### config.mk
export PLATFORM = sky130hd
export DESIGN_NAME = csc_dec_stream
export DESIGN_NICKNAME = d
export VERILOG_FILES = /design/src/rtl/csc_pkg.sv /design/src/rtl/csc_dec_out_reg.sv /design/src/rtl/csc_dec_stream.sv
export SDC_FILE = /design/constraint.sdc
export NUM_CORES = 1
export LEC_CHECK = 0
export ABC_AREA = 1
export CELL_PAD_IN_SITES_DETAIL_PLACEMENT = 1
export CELL_PAD_IN_SITES_GLOBAL_PLACEMENT = 1
export CORE_MARGIN = 5
export CORE_UTILIZATION = 24
export CTS_CLUSTER_SIZE = 12
export DETAILED_ROUTE_END_ITERATION = 8
export GPL_TIMING_DRIVEN = 0
export PLACE_DENSITY = 0.65
export SETUP_SLACK_MARGIN = 0.15
export SLEW_MARGIN = 0
export SYNTH_ARGS = -nofsm -noshare
export SYNTH_HDL_FRONTEND = slang
export SYNTH_SLANG_ARGS = --single-unit
### constraint.sdc
create_clock -name ap_clk -period 3 [get_ports ap_clk]
set_clock_uncertainty 0.15 [all_clocks]
set_input_delay 0.6 -clock ap_clk [delete_from_list [all_inputs] [get_ports ap_clk]]
set_output_delay 0.6 -clock ap_clk [all_outputs]
set_load 0.03 [all_outputs]
### src/rtl/csc_pkg.sv
// Shared definitions for the CSC stream codec: FSM states, error-bit positions and
// the end-of-matrix marker check.
package csc_pkg;

    typedef enum logic [2:0] {
        StIdle,
        StHdr,
        StFill,
        StEmit,
        StTail,
        StDrain,
        StDone
    } dec_state_e;

    localparam int unsigned ErrRow  = 0;
    localparam int unsigned ErrHdr  = 1;
    localparam int unsigned ErrLast = 2;
    localparam int unsigned ErrCfg  = 3;

    // tlast must mark exactly the last consumed word of the final column.
    function automatic logic tlast_mismatch(input logic tlast, input logic last_col,
                                            input logic col_end);
        return tlast != (last_col && col_end);
    endfunction

endpackage

### src/rtl/csc_dec_out_reg.sv
// One-entry AXI-stream register slice. It accepts a new beat whenever it is empty or
// its current beat leaves in the same cycle.
module csc_dec_out_reg #(
    parameter int unsigned DATA_W = 32
) (
    input  logic              clk_i,
    input  logic              rst_ni,
    input  logic              in_valid_i,
    output logic              in_ready_o,
    input  logic [DATA_W-1:0] in_data_i,
    input  logic              in_last_i,
    output logic              out_valid_o,
    input  logic              out_ready_i,
    output logic [DATA_W-1:0] out_data_o,
    output logic              out_last_o
);

    logic              valid_q, valid_d;
    logic              last_q, last_d;
    logic [DATA_W-1:0] data_q, data_d;

    assign in_ready_o  = !valid_q || out_ready_i;
    assign out_valid_o = valid_q;
    assign out_data_o  = data_q;
    assign out_last_o  = last_q;

    always_comb begin
        valid_d = valid_q;
        data_d  = data_q;
        last_d  = last_q;
        if (in_ready_o) begin
            valid_d = in_valid_i;
            if (in_valid_i) begin
                data_d = in_data_i;
                last_d = in_last_i;
            end
        end
    end

    always_ff @(posedge clk_i or negedge rst_ni) begin
        if (!rst_ni) begin
            valid_q <= 1'b0;
            data_q  <= '0;
            last_q  <= 1'b0;
        end else begin
            valid_q <= valid_d;
            data_q  <= data_d;
            last_q  <= last_d;
        end
    end

endmodule

### src/rtl/csc_dec_stream.sv
// Streaming CSC decoder. It expands per-column (row,value) entries into a dense
// column-major element stream and zero-fills every row that has no entry.
module csc_dec_stream
    import csc_pkg::*;
#(
    parameter int unsigned DATA_W = 32,
    parameter int unsigned IDX_W  = 16
) (
    input  logic                    ap_clk,
    input  logic                    ap_rst_n,
    input  logic                    ap_start,
    output logic                    ap_done,
    output logic                    ap_idle,
    input  logic [IDX_W-1:0]        cfg_rows,
    input  logic [IDX_W-1:0]        cfg_cols,
    input  logic [IDX_W+DATA_W-1:0] s_axis_tdata,
    input  logic                    s_axis_tuser,
    input  logic                    s_axis_tlast,
    input  logic                    s_axis_tvalid,
    output logic                    s_axis_tready,
    output logic [DATA_W-1:0]       m_axis_tdata,
    output logic                    m_axis_tlast,
    output logic                    m_axis_tvalid,
    input  logic                    m_axis_tready,
    output logic [3:0]              err_sticky,
    output logic                    blk_in,
    output logic                    blk_out
);

    localparam logic [IDX_W-1:0] One = IDX_W'(1);

    dec_state_e       state_q, state_d;
    logic [IDX_W-1:0] rows_q, rows_d, cols_q, cols_d;
    logic [IDX_W-1:0] row_q, row_d, col_q, col_d, nnz_q, nnz_d;
    logic [3:0]       err_q, err_d;
    logic             last_seen_q, last_seen_d;

    logic [IDX_W-1:0]  in_idx;
    logic [DATA_W-1:0] in_val;
    logic              last_col, need_in, slot_free, push, push_last;
    logic [DATA_W-1:0] push_data;

    assign in_idx   = s_axis_tdata[IDX_W+DATA_W-1:DATA_W];
    assign in_val   = s_axis_tdata[DATA_W-1:0];
    assign last_col = (col_q == cols_q - One);

    always_comb begin
        state_d       = state_q;
        rows_d        = rows_q;
        cols_d        = cols_q;
        row_d         = row_q;
        col_d         = col_q;
        nnz_d         = nnz_q;
        err_d         = err_q;
        last_seen_d   = last_seen_q;
        s_axis_tready = 1'b0;
        need_in       = 1'b0;
        push          = 1'b0;
        push_data     = '0;
        push_last     = (row_q == rows_q - One) && last_col;

        unique case (state_q)
            StIdle: begin
                if (ap_start) begin
                    rows_d      = cfg_rows;
                    cols_d      = cfg_cols;
                    err_d       = '0;
                    row_d       = '0;
                    col_d       = '0;
                    nnz_d       = '0;
                    last_seen_d = 1'b0;
                    if (cfg_rows == '0 || cfg_cols == '0) begin
                        err_d[ErrCfg] = 1'b1;
                        state_d       = StDone;
                    end else begin
                        state_d = StHdr;
                    end
                end
            end
            StHdr: begin
                // After an early tlast the remaining columns are zero-filled from nothing.
                if (last_seen_q) begin
                    nnz_d   = '0;
                    state_d = StTail;
                end else begin
                    need_in       = 1'b1;
                    s_axis_tready = 1'b1;
                    if (s_axis_tvalid) begin
                        if (!s_axis_tuser) begin
                            err_d[ErrHdr] = 1'b1;
                            if (s_axis_tlast) begin
                                err_d[ErrLast] = 1'b1;
                                last_seen_d    = 1'b1;
                            end
                        end else begin
                            nnz_d = in_idx;
                            if (tlast_mismatch(s_axis_tlast, last_col, in_idx == '0)) begin
                                err_d[ErrLast] = 1'b1;
                            end
                            last_seen_d = last_seen_q || s_axis_tlast;
                            state_d     = (in_idx == '0 || s_axis_tlast) ? StTail : StFill;
                        end
                    end
                end
            end
            StFill: begin
                need_in = 1'b1;
                if (s_axis_tvalid) begin
                    if (s_axis_tuser) begin
                        // Next column's header arrived early: leave it for StHdr.
                        err_d[ErrHdr] = 1'b1;
                        state_d       = StTail;
                    end else if (in_idx < row_q || in_idx >= rows_q) begin
                        err_d[ErrRow] = 1'b1;
                        s_axis_tready = 1'b1;
                        nnz_d         = nnz_q - One;
                        if (tlast_mismatch(s_axis_tlast, last_col, nnz_q == One)) begin
                            err_d[ErrLast] = 1'b1;
                        end
                        last_seen_d = last_seen_q || s_axis_tlast;
                        if (nnz_q == One || s_axis_tlast) begin
                            state_d = StTail;
                        end
                    end else if (in_idx == row_q) begin
                        state_d = StEmit;
                    end else if (slot_free) begin
                        push  = 1'b1;
                        row_d = row_q + One;
                    end
                end
            end
            StEmit: begin
                need_in = 1'b1;
                if (s_axis_tvalid && slot_free) begin
                    s_axis_tready = 1'b1;
                    push          = 1'b1;
                    push_data     = in_val;
                    row_d         = row_q + One;
                    nnz_d         = nnz_q - One;
                    if (tlast_mismatch(s_axis_tlast, last_col, nnz_q == One)) begin
                        err_d[ErrLast] = 1'b1;
                    end
                    last_seen_d = last_seen_q || s_axis_tlast;
                    state_d     = (nnz_q == One || s_axis_tlast) ? StTail : StFill;
                end
            end
            StTail: begin
                if (row_q != rows_q && slot_free) begin
                    push  = 1'b1;
                    row_d = row_q + One;
                end
                // Advance the column on the same cycle as its final zero.
                if (row_q == rows_q || (slot_free && row_q == rows_q - One)) begin
                    row_d   = '0;
                    col_d   = col_q + One;
                    state_d = last_col ? StDrain : StHdr;
                end
            end
            StDrain: begin
                if (!m_axis_tvalid || m_axis_tready) begin
                    state_d = StDone;
                end
            end
            StDone: begin
                state_d = StIdle;
            end
            default: begin
                state_d = StIdle;
            end
        endcase
    end

    always_ff @(posedge ap_clk or negedge ap_rst_n) begin
        if (!ap_rst_n) begin
            state_q     <= StIdle;
            rows_q      <= '0;
            cols_q      <= '0;
            row_q       <= '0;
            col_q       <= '0;
            nnz_q       <= '0;
            err_q       <= '0;
            last_seen_q <= 1'b0;
        end else begin
            state_q     <= state_d;
            rows_q      <= rows_d;
            cols_q      <= cols_d;
            row_q       <= row_d;
            col_q       <= col_d;
            nnz_q       <= nnz_d;
            err_q       <= err_d;
            last_seen_q <= last_seen_d;
        end
    end

    csc_dec_out_reg #(
        .DATA_W(DATA_W)
    ) u_out_reg (
        .clk_i      (ap_clk),
        .rst_ni     (ap_rst_n),
        .in_valid_i (push),
        .in_ready_o (slot_free),
        .in_data_i  (push_data),
        .in_last_i  (push_last),
        .out_valid_o(m_axis_tvalid),
        .out_ready_i(m_axis_tready),
        .out_data_o (m_axis_tdata),
        .out_last_o (m_axis_tlast)
    );

    assign ap_idle    = (state_q == StIdle);
    assign ap_done    = (state_q == StDone);
    assign err_sticky = err_q;
    assign blk_in     = need_in && !s_axis_tvalid;
    assign blk_out    = m_axis_tvalid && !m_axis_tready;

endmodule
Word-level counts from Yosys, hierarchy flattened. Index checks and enable logic that the tools add are counted. W data, S select, Z words.

Register bits: 122. Bits in latches: 0. RAM bits: 0. Bits in read-only memories: 0. Input port bits: 87. Word-level logic and storage cells: 176. Memories: 0.

$add $sub $neg: 5. Multipliers: 0. Divide/modulo/power cells: 0. $lt $le $gt $ge: 2. Equality and inequality tests: 35. Shift operators: 0. Mux-type cells: 82. Bitwise gates (word level): 0. Reduce and logical (&&, ||, !) cells: 38.

Operators with widths (count): $mux W16 (17); $pmux W16 S4 (2); $eq A16 B16 Y1 (4); $mux W32 (2); $mux W3 (18); $logic_not A16 Y1 (3); $sub A16 B1 Y16 const B (3); $add A16 B1 Y16 const B (2); $mux W1 (32); $pmux W16 S2 (1); $ne A2 B2 Y1 const B (14); $pmux W3 S6 (1); $reduce_and A9 Y1 (2); $eq A16 B1 Y1 const B (1); $ge A16 B16 Y1 (1); $lt A16 B16 Y1 (1); $ne A16 B16 Y1 (1); $ne A3 B3 Y1 const B (5); $reduce_and A10 Y1 (1); $eq A3 B3 Y1 const B (3); $pmux W1 S3 (3); $logic_and A1 B1 Y1 (8); $ne A4 B4 Y1 const B (2); $pmux W1 S4 (2); other kinds (18) (33).

Logic depth before layout (Yosys ltp).
Depth in word-level cells: 9. Gate-level depth with buffers: 19. Gate-level depth less buffers: 19.

Cells and area by module. A second synthesis with hierarchy kept.

Cell total of the unflattened synthesis: 1370. Area total of the unflattened synthesis: 9073.7 µm².

Modules (own cells, without submodules): csc_dec_stream (instances 1, cells an instance 1223, area an instance 7703.6 µm², seq. area each 2202.1 µm²); csc_dec_out_reg (instances 1, cells an instance 147, area an instance 1370.1 µm², seq. area each 850.8 µm²).

Worst setup path before layout. OpenSTA, ideal clock, no wires.

Path kind: input to output. Start: in s_axis_tdata[43]. End: out s_axis_tready. Data arrival time: 1.966 ns. Slack: 0.284 ns. Stages: 10. Cells stage by stage: ha_1 > a21oi_1 > o21a_1 > nor2_1 > nor3_1 > nand3_1 > nor2_1 > inv_1 > nand3_1 > nand3_1.

Word-level cells in the longest chain between the ends: 6.

Ends and longest elaborated chain: from (decl) (line csc_dec_stream.sv:16) `input logic [IDX_W+DATA_W-1:0] s_axis_tdata,`; $lt A16 B16 Y1 or $ge A16 B16 Y1 (tied branches) (line csc_dec_stream.sv:113) `end else if (in_idx < row_q || in_idx >= rows_q) begin`; $logic_or A1 B1 Y1 (*) (line csc_dec_stream.sv:113); $mux W1 (*) (line csc_dec_stream.sv:113); $mux W1 (*) (line csc_dec_stream.sv:109) `if (s_axis_tuser) begin`; $mux W1 (*) (line csc_dec_stream.sv:108) `if (s_axis_tvalid) begin`; $pmux W1 S3 (*) (line csc_dec_stream.sv:62) `unique case (state_q)`; to (decl) (line csc_dec_stream.sv:20) `output logic s_axis_tready,`.

Every way passes the cells marked *; elsewhere a longest branch is shown, timed or not.

Worst setup path in the final report.
Start: reg row_q[5]. End: out s_axis_tready.

Word-level cells in the longest chain between the ends: 6.

Ends and longest elaborated chain: from (decl) (line csc_dec_stream.sv:34) `logic [IDX_W-1:0] row_q, row_d, col_q, col_d, nnz_q, nnz_d;`; from (signal assigned) (line csc_dec_stream.sv:187) `row_q <= row_d;`; $lt A16 B16 Y1 (line csc_dec_stream.sv:113); $logic_or A1 B1 Y1 (line csc_dec_stream.sv:113); $mux W1 (line csc_dec_stream.sv:113); $mux W1 (line csc_dec_stream.sv:109); $mux W1 (line csc_dec_stream.sv:108); $pmux W1 S3 (line csc_dec_stream.sv:62).

Every way passes these cells.

==> run metrics <==
total grt overflow 0; crit path kind register to primary output; yosys warns 0; Final setup viols 1; Critical Path Sink Type primary output; vias in the first global route 9503; largest cells by area after synthesis dfrtp_1, nand2_1, nand3_1; CTS root buf clkbuf_16; Final min period 3018 ps; Post-synth ARST share 1.000; die height 198.9 µm; initial core utilization 0.2420; CTS Buf Count 17; vias per cell 4.629; DRC viols 0; CP max FO 3; Routability Congestion 0.8639; dpl cell area 10460 µm²; cell count after synthesis 1267; Die Width 198.9 µm; DP Wirelength 25090 µm; Slew HR 0.5399; Placed Cells incl. Taps 1858; Commonest cells post-synth nand2_1, nor2_1, inv_1; maxcap violations 0; Worst-Margin Slew 690.1 ps; final setup TNS -18.15 ps; Fmax 0.3313 GHz; Worst Path Arrival 2270 ps; mean area per synthesized cell 6.761 µm²; Row Count 69; via count 8995; drt wl/cell 16.80 µm; Die ar. 39570 µm²; Sink Count 122; failing checks negative setup slack; FF-to-FF setup slack 180 ps; gr usage total 0.1636; largest net degree at the start of global routing 87; layout cells sized above 1 0.1533; Worst VDD drop 0.4234 mV; Clk pin slew, worst setup/hold paths 60 ps; final worst slack -18.15 ps; port bufs 129; Pleak 0.005581 µW; RSZ-0062 raised after global routing yes; syn_nets 1392; max-slew violation count 0; TritonCTS clock tree done; HP Start u_out_reg.out_data_o[15]; Pwr Density 963.7 nW/µm²; final design area excluding fillers 11950 µm²; crit path launch row_q[5]; Worst setup SP type register; # fillers 4427; area growth from synthesis to layout 39.51%; worst flop-to-flop path startpoint rows_q[3]; first-pass GRT wire length 51310 µm; First-pass DRT Iterations 4; Final Net Count 1593; final antenna-violating net count 0; HP Class register to register; # IOs 130; Synth area leader dfrtp_1; DRT Wirelength 32630 µm; top-count cell post-synth nand2_1; Tcrit/Tclk final 1.006; clock latency on the worst-skew pair 430 ps; initial antenna violation count 2; Yosys cell types 45; sequential share of the synthesized area 0.3564; Mapped Area 8566 µm²; Synth Flop Type dfrtp_1; required time of the critical path 2250 ps; EDFF count, synth 0; buffer levels on the longest clock path 2; Hold Vio Cnt, Final 0; 1st-iter DRT viols 317; top cell type's share of synthesized area 0.3564; H-tree levels 4; outcome finished with violations; Finished Layout Cells 1943; core area 35400 µm²; Synth Register Bits 122
==> critical path, cell delays in order, from the launching register on <==
cell and delay (ps):
dfrtp_2 420, inv_2 90, ha_4 200, a21oi_2 130, nor2_1 60, a211oi_2 240
nand2_2 120, a21oi_4 160, nor2_4 60, inv_2 50, nand3_2 70, nand3_2 90
buf_6 130
==> through the flow <==
step / setup WS (ps) / total power (µW) / hold slack (ps) / util
floorplan: 283.7 / 6414 / 154.4 / -
CTS: -74.69 / 11040 / 324.9 / 0.3220
global placement: -4249 / 8365 / 302.5 / 0.2948
finish: -18.15 / 11520 / 320.6 / 0.3376
detailed placement: -1214 / 8502 / 308.5 / 0.2956
global route: -129.6 / 12450 / 340.9 / 0.3376
==> final timing paths <==
path,end,depth (start not counted)
setup / recovery,s_axis_tready,12
max in group asynchronous,row_q[5],3
hold / removal,u_out_reg.out_data_o[15],2
hold reg to reg,u_out_reg.out_data_o[15],2
setup reg to reg,u_out_reg.out_data_o[17],19
min in group asynchronous,u_out_reg.out_data_o[29],2
==> sequential cells by signal, indices dropped and copies added, names as in the netlist <==
name and flops:
u_out_reg.out_valid_o 1, err_sticky 4, nnz_q 16, u_out_reg.out_data_o 32
row_q 16, cols_q 16, last_seen_q 1, rows_q 16
u_out_reg.out_last_o 1, state_q 3, col_q 16
==> what timing repair did <==
| action | CTS | global route |
|---|---|---|
| setup buffers | 22 | 28 |
| hold buffers | 1 | 0 |
| gates resized for setup | 98 | 100 |
| endpoints found under the hold margin | 36 | 0 |
| pin swaps | 14 | 14 |
| gates cloned | 0 | 1 |
| endpoints found under the setup margin | 93 | 90 |
==> layout by cell type, fill, tap and decap left out, drive strengths merged, types with 8 or more instances in the layout <==
| cell | count |
|---|---|
| nor4 | 10 |
| clkdlybuf4s50 | 107 |
| clkdlybuf4s15 | 8 |
| a21oi | 33 |
| xor2 | 27 |
| nand3 | 113 |
| xnor2 | 20 |
| ha | 38 |
| buf | 70 |
| nor3 | 31 |
| o21ai | 70 |
| clkbuf | 41 |
| nand4 | 20 |
| dfrtp | 122 |
| clkinv | 9 |
| inv | 148 |
| nor2 | 151 |
| nand2 | 411 |
==> kinds of logic (layout without fill, tap and decap cells) <==
| family | count (synthesis) | in the layout | share of synthesized area |
|---|---|---|---|
| buffers and inverters | 181 | 395 | 0.08311 |
| flip-flops | 122 | 122 | 0.3564 |
| XOR/XNOR | 47 | 47 | 0.04806 |
| AO/OA/AOI/OAI | 127 | 127 | 0.08326 |
| adder cells (fa/ha/maj) | 38 | 38 | 0.05551 |
| AND/OR/NAND/NOR | 752 | 752 | 0.3736 |
| other | 0 | 1 | 0 |
==> where the power goes <==
group | switching (µW) | internal (µW) | total, µW
logic | 4040 | 2570 | 6610
registers | 521 | 2220 | 2740
clock network | 859 | 1310 | 2170
==> per-layer routing <==
metal	share of wire	up-vias	track usage
met5	0.00061	-	0
met4	0.018	2	0.04078
met3	0.054	34	0.04455
met2	0.48	174	0.2767
met1	0.45	4314	0.2078
li1	-	4471	-
==> layout make-up <==
type | count | area [µm²] | share of cell area
clock inverter | 14 | 175.2 | 0.01466
multi-input combinational | 964 | 5186 | 0.4340
clock buffer | 18 | 429.2 | 0.03591
tap | 461 | 576.8 | 0.04827
inverter | 149 | 569.3 | 0.04764
timing repair buffer | 182 | 1729 | 0.1447
antenna | 1 | 2.502 | 0.0002094
sequential | 122 | 3063 | 0.2563
buffer | 32 | 219.0 | 0.01832
Note: power is estimated with default switching activity, not from simulation.
